--- src/rtl/rf_access_ctrl.sv ---
// rf_access_ctrl
// Sequencer in front of a 16x32 register file that has one registered read
// stage and cannot read and write in the same cycle. Operand-read requests
// and writeback requests are arbitrated here; writebacks are buffered in a
// small FIFO and drained whenever the file is not being read.
//
// Ports:
//   clk, reset            clock (rising edge), asynchronous active-low reset
//   req_*                 operand read request (valid/ready, rs1/rs2 indices)
//   wb_*                  writeback request (valid/ready, rd index, data)
//   op_*                  operand pair to execute (valid/ready, a/b)
//   rf_rd_port1/2         register file read selects
//   rf_wr_reg/data, rf_we register file write select, data, enable
//   rf_out1/2             register file registered read data
//   err_idx               sticky flag: an out-of-range index was seen
module rf_access_ctrl #(
  parameter int ADDR_W   = 5,
  parameter int NUM_REGS = 16,
  parameter int DATA_W   = 32,
  parameter int WB_DEPTH = 2
) (
  input  logic              clk,
  input  logic              reset,
  input  logic              req_valid,
  output logic              req_ready,
  input  logic [ADDR_W-1:0] req_rs1,
  input  logic [ADDR_W-1:0] req_rs2,
  input  logic              wb_valid,
  output logic              wb_ready,
  input  logic [ADDR_W-1:0] wb_rd,
  input  logic [DATA_W-1:0] wb_data,
  output logic              op_valid,
  input  logic              op_ready,
  output logic [DATA_W-1:0] op_a,
  output logic [DATA_W-1:0] op_b,
  output logic [ADDR_W-1:0] rf_rd_port1,
  output logic [ADDR_W-1:0] rf_rd_port2,
  output logic [ADDR_W-1:0] rf_wr_reg,
  output logic [DATA_W-1:0] rf_wr_data,
  output logic              rf_we,
  input  logic [DATA_W-1:0] rf_out1,
  input  logic [DATA_W-1:0] rf_out2,
  output logic              err_idx
);

  localparam int PTR_W = (WB_DEPTH > 1) ? $clog2(WB_DEPTH) : 1;
  localparam int CNT_W = $clog2(WB_DEPTH + 1);
  localparam logic [PTR_W-1:0]  PTR_LAST   = PTR_W'(WB_DEPTH - 1);
  localparam logic [CNT_W-1:0]  CNT_FULL   = CNT_W'(WB_DEPTH);
  localparam logic [ADDR_W:0]   NUM_REGS_X = (ADDR_W + 1)'(NUM_REGS);

  typedef enum logic [2:0] {
    IDLE,
    WAIT_WB,
    RD_ISSUE,
    RD_CAPTURE,
    OP_HOLD
  } state_t;

  function automatic logic in_range(input logic [ADDR_W-1:0] idx);
    return ({1'b0, idx} < NUM_REGS_X);
  endfunction

  state_t              state_q, state_d;
  logic                init_q;
  logic [ADDR_W-1:0]   rs1_q, rs1_d;
  logic [ADDR_W-1:0]   rs2_q, rs2_d;
  logic [DATA_W-1:0]   op_a_q, op_a_d;
  logic [DATA_W-1:0]   op_b_q, op_b_d;
  logic                err_q, err_d;
  logic [ADDR_W-1:0]   wr_reg_q, wr_reg_d;
  logic [DATA_W-1:0]   wr_data_q, wr_data_d;
  logic [CNT_W-1:0]    wb_cnt_q, wb_cnt_d;
  logic [PTR_W-1:0]    wr_ptr_q, wr_ptr_d;
  logic [PTR_W-1:0]    rd_ptr_q, rd_ptr_d;

  // Writeback FIFO storage; contents need no reset, the count qualifies them.
  logic [ADDR_W-1:0]   wb_rd_mem   [WB_DEPTH];
  logic [DATA_W-1:0]   wb_data_mem [WB_DEPTH];

  logic                wb_empty, wb_full, push, pop, head_ok;
  logic [ADDR_W-1:0]   head_rd;
  logic [DATA_W-1:0]   head_data;

  // ---------------------------------------------------------------------
  // Writeback buffer and drain
  // ---------------------------------------------------------------------
  always_comb begin
    wb_empty  = (wb_cnt_q == '0);
    wb_full   = (wb_cnt_q == CNT_FULL);
    // A full buffer refuses even if it drains this cycle.
    wb_ready  = !wb_full;
    push      = wb_valid && !wb_full;
    // The read-issue cycle owns the file; every other cycle may drain.
    pop       = !wb_empty && (state_q != RD_ISSUE);
    head_rd   = wb_rd_mem[rd_ptr_q];
    head_data = wb_data_mem[rd_ptr_q];
    head_ok   = in_range(head_rd);

    rf_we      = pop && head_ok;
    rf_wr_reg  = pop ? head_rd   : wr_reg_q;
    rf_wr_data = pop ? head_data : wr_data_q;
    wr_reg_d   = rf_wr_reg;
    wr_data_d  = rf_wr_data;

    wr_ptr_d = wr_ptr_q;
    if (push) wr_ptr_d = (wr_ptr_q == PTR_LAST) ? '0 : wr_ptr_q + 1'b1;
    rd_ptr_d = rd_ptr_q;
    if (pop)  rd_ptr_d = (rd_ptr_q == PTR_LAST) ? '0 : rd_ptr_q + 1'b1;

    wb_cnt_d = wb_cnt_q;
    if (push && !pop)      wb_cnt_d = wb_cnt_q + 1'b1;
    else if (!push && pop) wb_cnt_d = wb_cnt_q - 1'b1;
  end

  always_ff @(posedge clk) begin
    if (push) begin
      wb_rd_mem[wr_ptr_q]   <= wb_rd;
      wb_data_mem[wr_ptr_q] <= wb_data;
    end
  end

  // ---------------------------------------------------------------------
  // Read sequencing FSM
  // ---------------------------------------------------------------------
  always_comb begin
    state_d   = state_q;
    rs1_d     = rs1_q;
    rs2_d     = rs2_q;
    op_a_d    = op_a_q;
    op_b_d    = op_b_q;
    err_d     = err_q;
    req_ready = 1'b0;
    op_valid  = 1'b0;

    case (state_q)
      IDLE: begin
        // init_q keeps the request port closed until the first edge after
        // reset release.
        req_ready = init_q;
        if (req_valid && init_q) begin
          rs1_d = req_rs1;
          rs2_d = req_rs2;
          // A write accepted alongside the request must land before the read.
          state_d = (wb_empty && !push) ? RD_ISSUE : WAIT_WB;
        end
      end
      WAIT_WB: begin
        // Also require no new write this cycle, otherwise it would still be
        // buffered when the file is read.
        if (wb_empty && !push) state_d = RD_ISSUE;
      end
      RD_ISSUE: begin
        state_d = RD_CAPTURE;
      end
      RD_CAPTURE: begin
        // rf_out reflects the selects of the issue cycle; the file holds its
        // outputs if a drain writes this cycle.
        op_a_d = in_range(rs1_q) ? rf_out1 : '0;
        op_b_d = in_range(rs2_q) ? rf_out2 : '0;
        if (!in_range(rs1_q) || !in_range(rs2_q)) err_d = 1'b1;
        state_d = OP_HOLD;
      end
      OP_HOLD: begin
        op_valid = 1'b1;
        if (op_ready) state_d = IDLE;
      end
      default: state_d = IDLE;
    endcase

    // Out-of-range writebacks are discarded at drain time.
    if (pop && !head_ok) err_d = 1'b1;
  end

  always_ff @(posedge clk or negedge reset) begin
    if (!reset) begin
      state_q   <= IDLE;
      init_q    <= 1'b0;
      rs1_q     <= '0;
      rs2_q     <= '0;
      op_a_q    <= '0;
      op_b_q    <= '0;
      err_q     <= 1'b0;
      wr_reg_q  <= '0;
      wr_data_q <= '0;
      wb_cnt_q  <= '0;
      wr_ptr_q  <= '0;
      rd_ptr_q  <= '0;
    end else begin
      state_q   <= state_d;
      init_q    <= 1'b1;
      rs1_q     <= rs1_d;
      rs2_q     <= rs2_d;
      op_a_q    <= op_a_d;
      op_b_q    <= op_b_d;
      err_q     <= err_d;
      wr_reg_q  <= wr_reg_d;
      wr_data_q <= wr_data_d;
      wb_cnt_q  <= wb_cnt_d;
      wr_ptr_q  <= wr_ptr_d;
      rd_ptr_q  <= rd_ptr_d;
    end
  end

  assign op_a        = op_a_q;
  assign op_b        = op_b_q;
  assign rf_rd_port1 = rs1_q;
  assign rf_rd_port2 = rs2_q;
  assign err_idx     = err_q;

endmodule

--- config.mk ---
export PLATFORM = sky130hd
export DESIGN_NAME = rf_access_ctrl
export DESIGN_NICKNAME = d
export VERILOG_FILES = /design/src/rtl/rf_access_ctrl.sv
export SDC_FILE = /design/constraint.sdc
export NUM_CORES = 1
export LEC_CHECK = 0
export ABC_AREA = 0
export ABC_CLOCK_PERIOD_IN_PS = 3600
export BUFFER_PORTS_ARGS = -buffer_cell sky130_fd_sc_hd__buf_2
export CAP_MARGIN = 20
export CORE_MARGIN = 4
export CORE_UTILIZATION = 47
export CTS_CLUSTER_SIZE = 40
export DETAILED_ROUTE_END_ITERATION = 10
export GPL_ROUTABILITY_DRIVEN = 0
export PLACE_DENSITY = 0.74
export SLEW_MARGIN = 10
export SYNTH_ARGS = -nofsm -noshare
export SYNTH_HDL_FRONTEND = slang
export SYNTH_SLANG_ARGS = --single-unit
--- constraint.sdc ---
create_clock -name clk -period 3.6 [get_ports clk]
set_clock_uncertainty 0.05 [all_clocks]
set_input_delay 0 -clock clk [delete_from_list [all_inputs] [get_ports clk]]
set_output_delay 0 -clock clk [all_outputs]
set_load 0.01 [all_outputs]
==> impl_metrics.tcl, run 1 <==
set metrics [dict create \
    holdPathStages 4 \
    hold_viol 0 \
    vias_per_cell 4.98 \
    grt_pass1_vias 5975 \
    clock-sinks 194 \
    holdWs_ns 0.0352 \
    slew_headroom_pct 39.8 \
    rsz0062_at_grt "false" \
    cp-end-kind "output pin" \
    dp_slack_ns 1.55 \
    status "finished clean" \
    cts-root-buf "clkbuf_16" \
    synth_compound_area_share_pct 4.82 \
    cts_inserted_buffers 17 \
    syn-num-nets 650 \
    path_clk_slew_ns 0.07 \
    yosys.area.top_type "dfrtp_1" \
    initial_utilization_pct 48.7 \
    start_kind "flop" \
    slew_violations 0 \
    holdCritStartpoint "req_valid" \
    period_share_pct 70.2 \
    maxCapViolations 0 \
    synth-simple-area-share_pct 10.0 \
    drive_above_1_share_pct 39.6 \
    tightest_slew_ns 0.903 \
    setup_viol 0 \
    finalCoreUtilization_pct 69.0 \
    htreeDepth 4 \
    drt_iter0_markers 253 \
    fin_crit_ns 2.53 \
    reg2reg_slack_ns 1.52 \
    insertion_delay_ns 0.42 \
    port_buffers 231 \
    grt_max_degree 131 \
    synth_top_family_by_area "multiplexers" \
    die_x_um 134 \
    netlist_area_sq_um 7510 \
    vdd_ir_drop_max_mv 0.550 \
    yosys.area.top_type_share_pct 40.0 \
    hold_end "state_q[1]$_DFFE_PN0P_" \
    hold_class "in -> reg" \
    power.total_mw 9.05 \
    layout_setup_ws_ns 1.07 \
    rr_endpoint "wr_data_q[31]$_DFF_PN0_" \
    power_density_nw_per_um2 850 \
    worstReg2RegStart "state_q[0]$_DFFE_PN0P_" \
    synth_cell_types 30 \
    num_rows 45 \
    dieArea_sq_um 18100 \
    fin_cells 1098 \
    dp.cells 951 \
    syn_area_per_cell_sq_um 14.1 \
    arrival_ns 2.48 \
    ys_ff_latch 194 \
    fin_nets 991 \
    core_area_sq_um 15400 \
    fmax_mhz 396 \
    p_leak_nw 4.77 \
    timing.critical_path.from "state_q[0]$_DFFE_PN0P_" \
    place_area_sq_um 8840 \
    pin_count 232 \
    setup_tns_ns 0 \
    synthAdderAreaFrac_pct 0.167 \
    die_y_um 134 \
    cts_buffer_depth 2 \
    drtAntennaViolNets 0 \
    grt_pass1_wl_um 30600 \
    ys_seq_area_share_pct 69.6 \
    synth_mux_area_share_pct 12.6 \
    yosys_warnings 0 \
    synth-edff-count 74 \
    track_usage_pct 21.9 \
    drt-total-wl_um 19300 \
    worst_r2r_path_depth 4 \
    cp_max_fo 28 \
    worstPathRequired_ns 3.55 \
    area_growth_pct 41.8 \
    grt_antenna_before_repair 0 \
    syn_inst 533 \
    via_count 5467 \
    fin_area_sq_um 10600 \
    synth_ff_type "dfrtp_1" \
    cts_tree "done" \
    crit_type "reg -> out" \
    dr.pass1.iters 4 \
    place_hpwl_um 11500 \
    avgRoutedWirePerCell_um 17.6 \
    grt_overflow 0 \
    netlist_top_cells_area "dfrtp_1 (40%), edfxtp_1 (30%), mux2_2 (11%)" \
    remaining_drc_errors 0 \
    async_flop_share_pct 61.9 \
    diodes 0 \
    synth_xor_area_share_pct 0.583 \
]
==> cell usage after synthesis, drive strengths merged (2+ instances only) <==
master and n:
buf 16, mux2 84, dfrtp 120, clkbuf 12, edfxtp 74, xnor2 3
xor2 2, nor2 8, nand2b 66, a21oi 2, o21ai 66, nand2 67
inv 3
==> logic make-up after synthesis <==
| group | Yosys count |
|---|---|
| mux | 84 |
| buf+inv | 31 |
| xor+xnor | 5 |
| simple gates | 147 |
| other cells | 1 |
| fa+ha+maj | 1 |
| flops | 194 |
| compound gates | 70 |
==> report_power, final <==
group          internal, mW  total (mW)  switching, mW
combinational          1.58        3.33           1.75
clock                  1.16        2.01          0.847
sequential             3.17        3.71          0.541
total                  5.91        9.05           3.14
==> worst max-delay path: stages, from the launching register on <==
cell and delay (ns):
dfrtp_1 0.49, nor2_1 0.12, a21oi_4 0.41, buf_4 0.44, mux2_2 0.42, buf_2 0.15
==> cells in the final DEF, fill, tap and decap left out, drive strengths merged <==
cell type	Yosys	layout
clkinvlp	0	1
ha	1	1
mux2	84	84
clkbuf	12	18
nor4	1	1
xor2	2	2
edfxtp	74	74
nor3	1	1
nor4b	1	1
clkinv	0	6
nand2	67	67
nor2	8	8
a2111oi	1	1
inv	3	7
o21ai	66	66
dfrtp	120	120
dlygate4sd3	0	114
nand3b	1	1
nand2b	66	66
a211o	1	1
xnor2	3	3
and3	1	1
and2	1	1
a21oi	2	2
bufinv	0	3
buf	16	236
conb	1	1
==> how the worst max path moves through the flow <==
| stage | to | cells past startpoint |
|---|---|---|
| finish | rf_wr_data[31] | 5 |
| global route | rf_wr_data[31] | 5 |
| CTS | rf_wr_data[31] | 5 |
| global placement | wb_data_mem[0][6]$_DFFE_PP_ | 3 |
| detailed placement | rf_wr_data[11] | 5 |
| floorplan | wb_data_mem[0][0]$_DFFE_PP_ | 3 |
==> layout make-up <==
cell class | count | area [sq um]
flip-flops and latches | 194 | 5230
fillers | 1025 | 4780
repair buffers | 350 | 2360
multi-input cells | 308 | 2140
clock buffers | 18 | 450
well taps | 211 | 264
clock inverters | 14 | 196
inverters | 3 | 11.3
==> metal layers <==
layer,wire length [um],GRT usage [%]
met2,10200,38.3
met1,7290,25.4
met5,0,0
met3,1560,7.80
met4,231,6.33
==> registers in the layout, indices dropped and copies added (netlist names) <==
name         cells
state_q          3
op_b            32
wb_rd_mem       10
wb_data_mem     64
op_a            32
wr_data_q       32
wb_cnt_q         2
init_q           1
wr_ptr_q         1
err_idx          1
rf_rd_port1      5
wr_reg_q         5
rd_ptr_q         1
rf_rd_port2      5
==> what timing repair did <==
item,CTS,global route
resized for setup,0,0
hold buffers,114,0
setup buffers,0,0
endpoints found under the hold margin,207,0
No activity file was read; power rests on OpenSTA's default activity.
==> run 2, diff against run 1 <==
--- a/config.mk
+++ b/config.mk
@@ -6,7 +6,7 @@
 export NUM_CORES = 1
 export LEC_CHECK = 0
 export ABC_AREA = 0
-export ABC_CLOCK_PERIOD_IN_PS = 3600
+export ABC_CLOCK_PERIOD_IN_PS = 2600
 export BUFFER_PORTS_ARGS = -buffer_cell sky130_fd_sc_hd__buf_2
 export CAP_MARGIN = 20
 export CORE_MARGIN = 4
==> constraint.sdc (replaced) <==
create_clock -name clk -period 2.6 [get_ports clk]
set_clock_uncertainty 0.05 [all_clocks]
set_input_delay 0 -clock clk [delete_from_list [all_inputs] [get_ports clk]]
set_output_delay 0 -clock clk [all_outputs]
set_load 0.01 [all_outputs]
==> run 2 against run 1 <==
Register-to-register slack worse by 0.82 ns. Total power rose by 36%. Clock power up 24%. Hold slack better by 0.013 ns. Via count decreased by 0.64%. Worst setup slack got worse by 0.80 ns. First-iteration DRC count up 26%. Combinational power rose by 41%. Largest power group unchanged. Cell area decreased by 0.40%. Flip-flop and latch count did not move.
==> impl_metrics.tcl, run 2 (synthesis gave the netlist of run 1 again) <==
set metrics [dict create \
    status "finished clean" \
    finalCoreUtilization_pct 68.7 \
    vias_per_cell 4.93 \
    initial_utilization_pct 48.7 \
    drt_iter0_markers 319 \
    via_count 5432 \
    die_y_um 134 \
    fin_cells 1102 \
    htreeDepth 4 \
    holdWs_ns 0.0484 \
    hold_end "state_q[1]$_DFFE_PN0P_" \
    port_buffers 231 \
    crit_type "reg -> out" \
    wl_met2_um 9530 \
    setup_viol 0 \
    dieArea_sq_um 18100 \
    final_common_cell "buf_2" \
    hold_viol 0 \
    place_hpwl_um 11700 \
    seq_power_share_pct 41.5 \
    dr.pass1.iters 4 \
    num_rows 45 \
    cp_max_fo 29 \
    clock-sinks 194 \
    holdPathStages 4 \
    pin_count 232 \
    period_share_pct 89.6 \
    fin_crit_ns 2.33 \
    p_switching_mw 4.34 \
    rr_endpoint "wb_cnt_q[1]$_DFFE_PN0P_" \
    insertion_delay_ns 0.42 \
    worstPathRequired_ns 2.55 \
    cts-root-buf "clkbuf_16" \
    fmax_mhz 429 \
    pwr-share-comb_pct 38.2 \
    vdd_ir_drop_max_mv 0.583 \
    worstReg2RegStart "state_q[0]$_DFFE_PN0P_" \
    avgRoutedWirePerCell_um 17.5 \
    p_sw_share_pct 35.3 \
    grt_antenna_before_repair 1 \
    seqCellArea_sq_um 5230 \
    worst_r2r_path_depth 7 \
    path_clk_slew_ns 0.07 \
    arrival_ns 2.28 \
    grt_pass1_vias 5913 \
    cts_tree "done" \
    reg2reg_slack_ns 0.70 \
    clkPwrFrac_pct 20.2 \
    area_growth_pct 41.2 \
    drtAntennaViolNets 0 \
    drive_above_1_share_pct 39.4 \
    cts_buffer_depth 2 \
    track_usage_pct 21.9 \
    cts_resized 0 \
    slew_headroom_pct 38.4 \
    hold_class "in -> reg" \
    dr_wl_met3_um 1650 \
    dp.cells 955 \
    setup_tns_ns 0 \
    cts_inserted_buffers 17 \
    p_int_mw 7.96 \
    cp-end-kind "output pin" \
    remaining_drc_errors 0 \
    fill_cells 1057 \
    power_density_nw_per_um2 1160 \
    grt_overflow 0 \
    holdCritStartpoint "req_valid" \
    core_area_sq_um 15400 \
    largest_register_ffs 64 \
    grt_max_degree 130 \
    largest-register "wb_data_mem" \
    grt_pass1_wl_um 30900 \
    drt-total-wl_um 19200 \
    multi_input_area_sq_um 2140 \
    tightest_slew_ns 0.925 \
    wl_met1_um 7670 \
    fin_nets 995 \
    postCtsSetupRepairBufs 0 \
    p_leak_nw 4.76 \
    maxCapViolations 0 \
    dr.max_layer_used "met4" \
    slew_violations 0 \
    rsz0062_at_grt "false" \
    die_x_um 134 \
    start_kind "flop" \
    mostFrequentLayoutCells "buf_2 (230), dfrtp_1 (119), dlygate4sd3_1 (115)" \
    timing.critical_path.from "state_q[0]$_DFFE_PN0P_" \
]
## run 2: cell types whose count changed in the layout (fill, tap and decap cells not counted), moves of 2 or more
cell and change:
buf_4 +2, bufinv_16 -2, clkinv_1 +2, clkinv_8 -2, inv_8 +2
## run 2: worst max path at each step
| stage | end | slack [ns] |
|---|---|---|
| after global routing | rf_wr_data[1] | 0.13 |
| final | rf_wr_data[31] | 0.27 |
| after global placement | wb_cnt_q[1]$_DFFE_PN0P_ | 0.78 |
| after floorplan | wb_data_mem[0][0]$_DFFE_PP_ | 0.44 |
| after detailed placement | wb_cnt_q[1]$_DFFE_PN0P_ | 0.70 |
| after CTS | rf_wr_data[17] | 0.25 |
## run 2: final cells by class
class | instances | area share (%)
antenna | 1 | 0.0236
clock buffer | 17 | 4.01
clock inverter | 14 | 1.24
inverter | 3 | 0.106
multi-input combinational | 308 | 20.1
sequential | 194 | 49.3
tap | 211 | 2.49
timing repair buffer | 354 | 22.7
## run 2: power groups by stage
stage          sequential [mW]  combinational [mW]  clock [mW]
2_1_floorplan             5.11                2.73           0
3_3_place_gp              5.04                4.39           0
3_5_place_dp              5.12                4.52           0
4_1_cts                   5.09                4.70        2.54
5_1_grt                   5.25                5.13        2.65
6_report                  5.11                4.70        2.49
## run 2: through the flow
step	power, mW	instance area (sq um)	worst slack, ns
floorplan	7.85	7510	0.442
global placement	9.44	8890	0.777
detailed placement	9.64	8890	0.704
CTS	12.3	10600	0.249
global route	13.0	10600	0.129
finish	12.3	10600	0.270
## run 2: what timing repair did
item,4_1_cts,5_1_grt
endpoints found under the setup margin,0,0
endpoints found under the hold margin,271,0
hold buffers,115,0
## run 2: routing by layer
metal,vias to the layer above,global-route usage (%)
met5,-,0
li1,2524,-
met4,0,6.22
met3,32,7.91
met1,2642,26.9
met2,234,36.8
## run 2: worst max-delay path, stage by stage (launching register included)
cell and delay [ns]:
dfrtp_1 0.49, nor2_1 0.12, a21oi_4 0.43, buf_12 0.26, mux2_2 0.39, buf_2 0.15
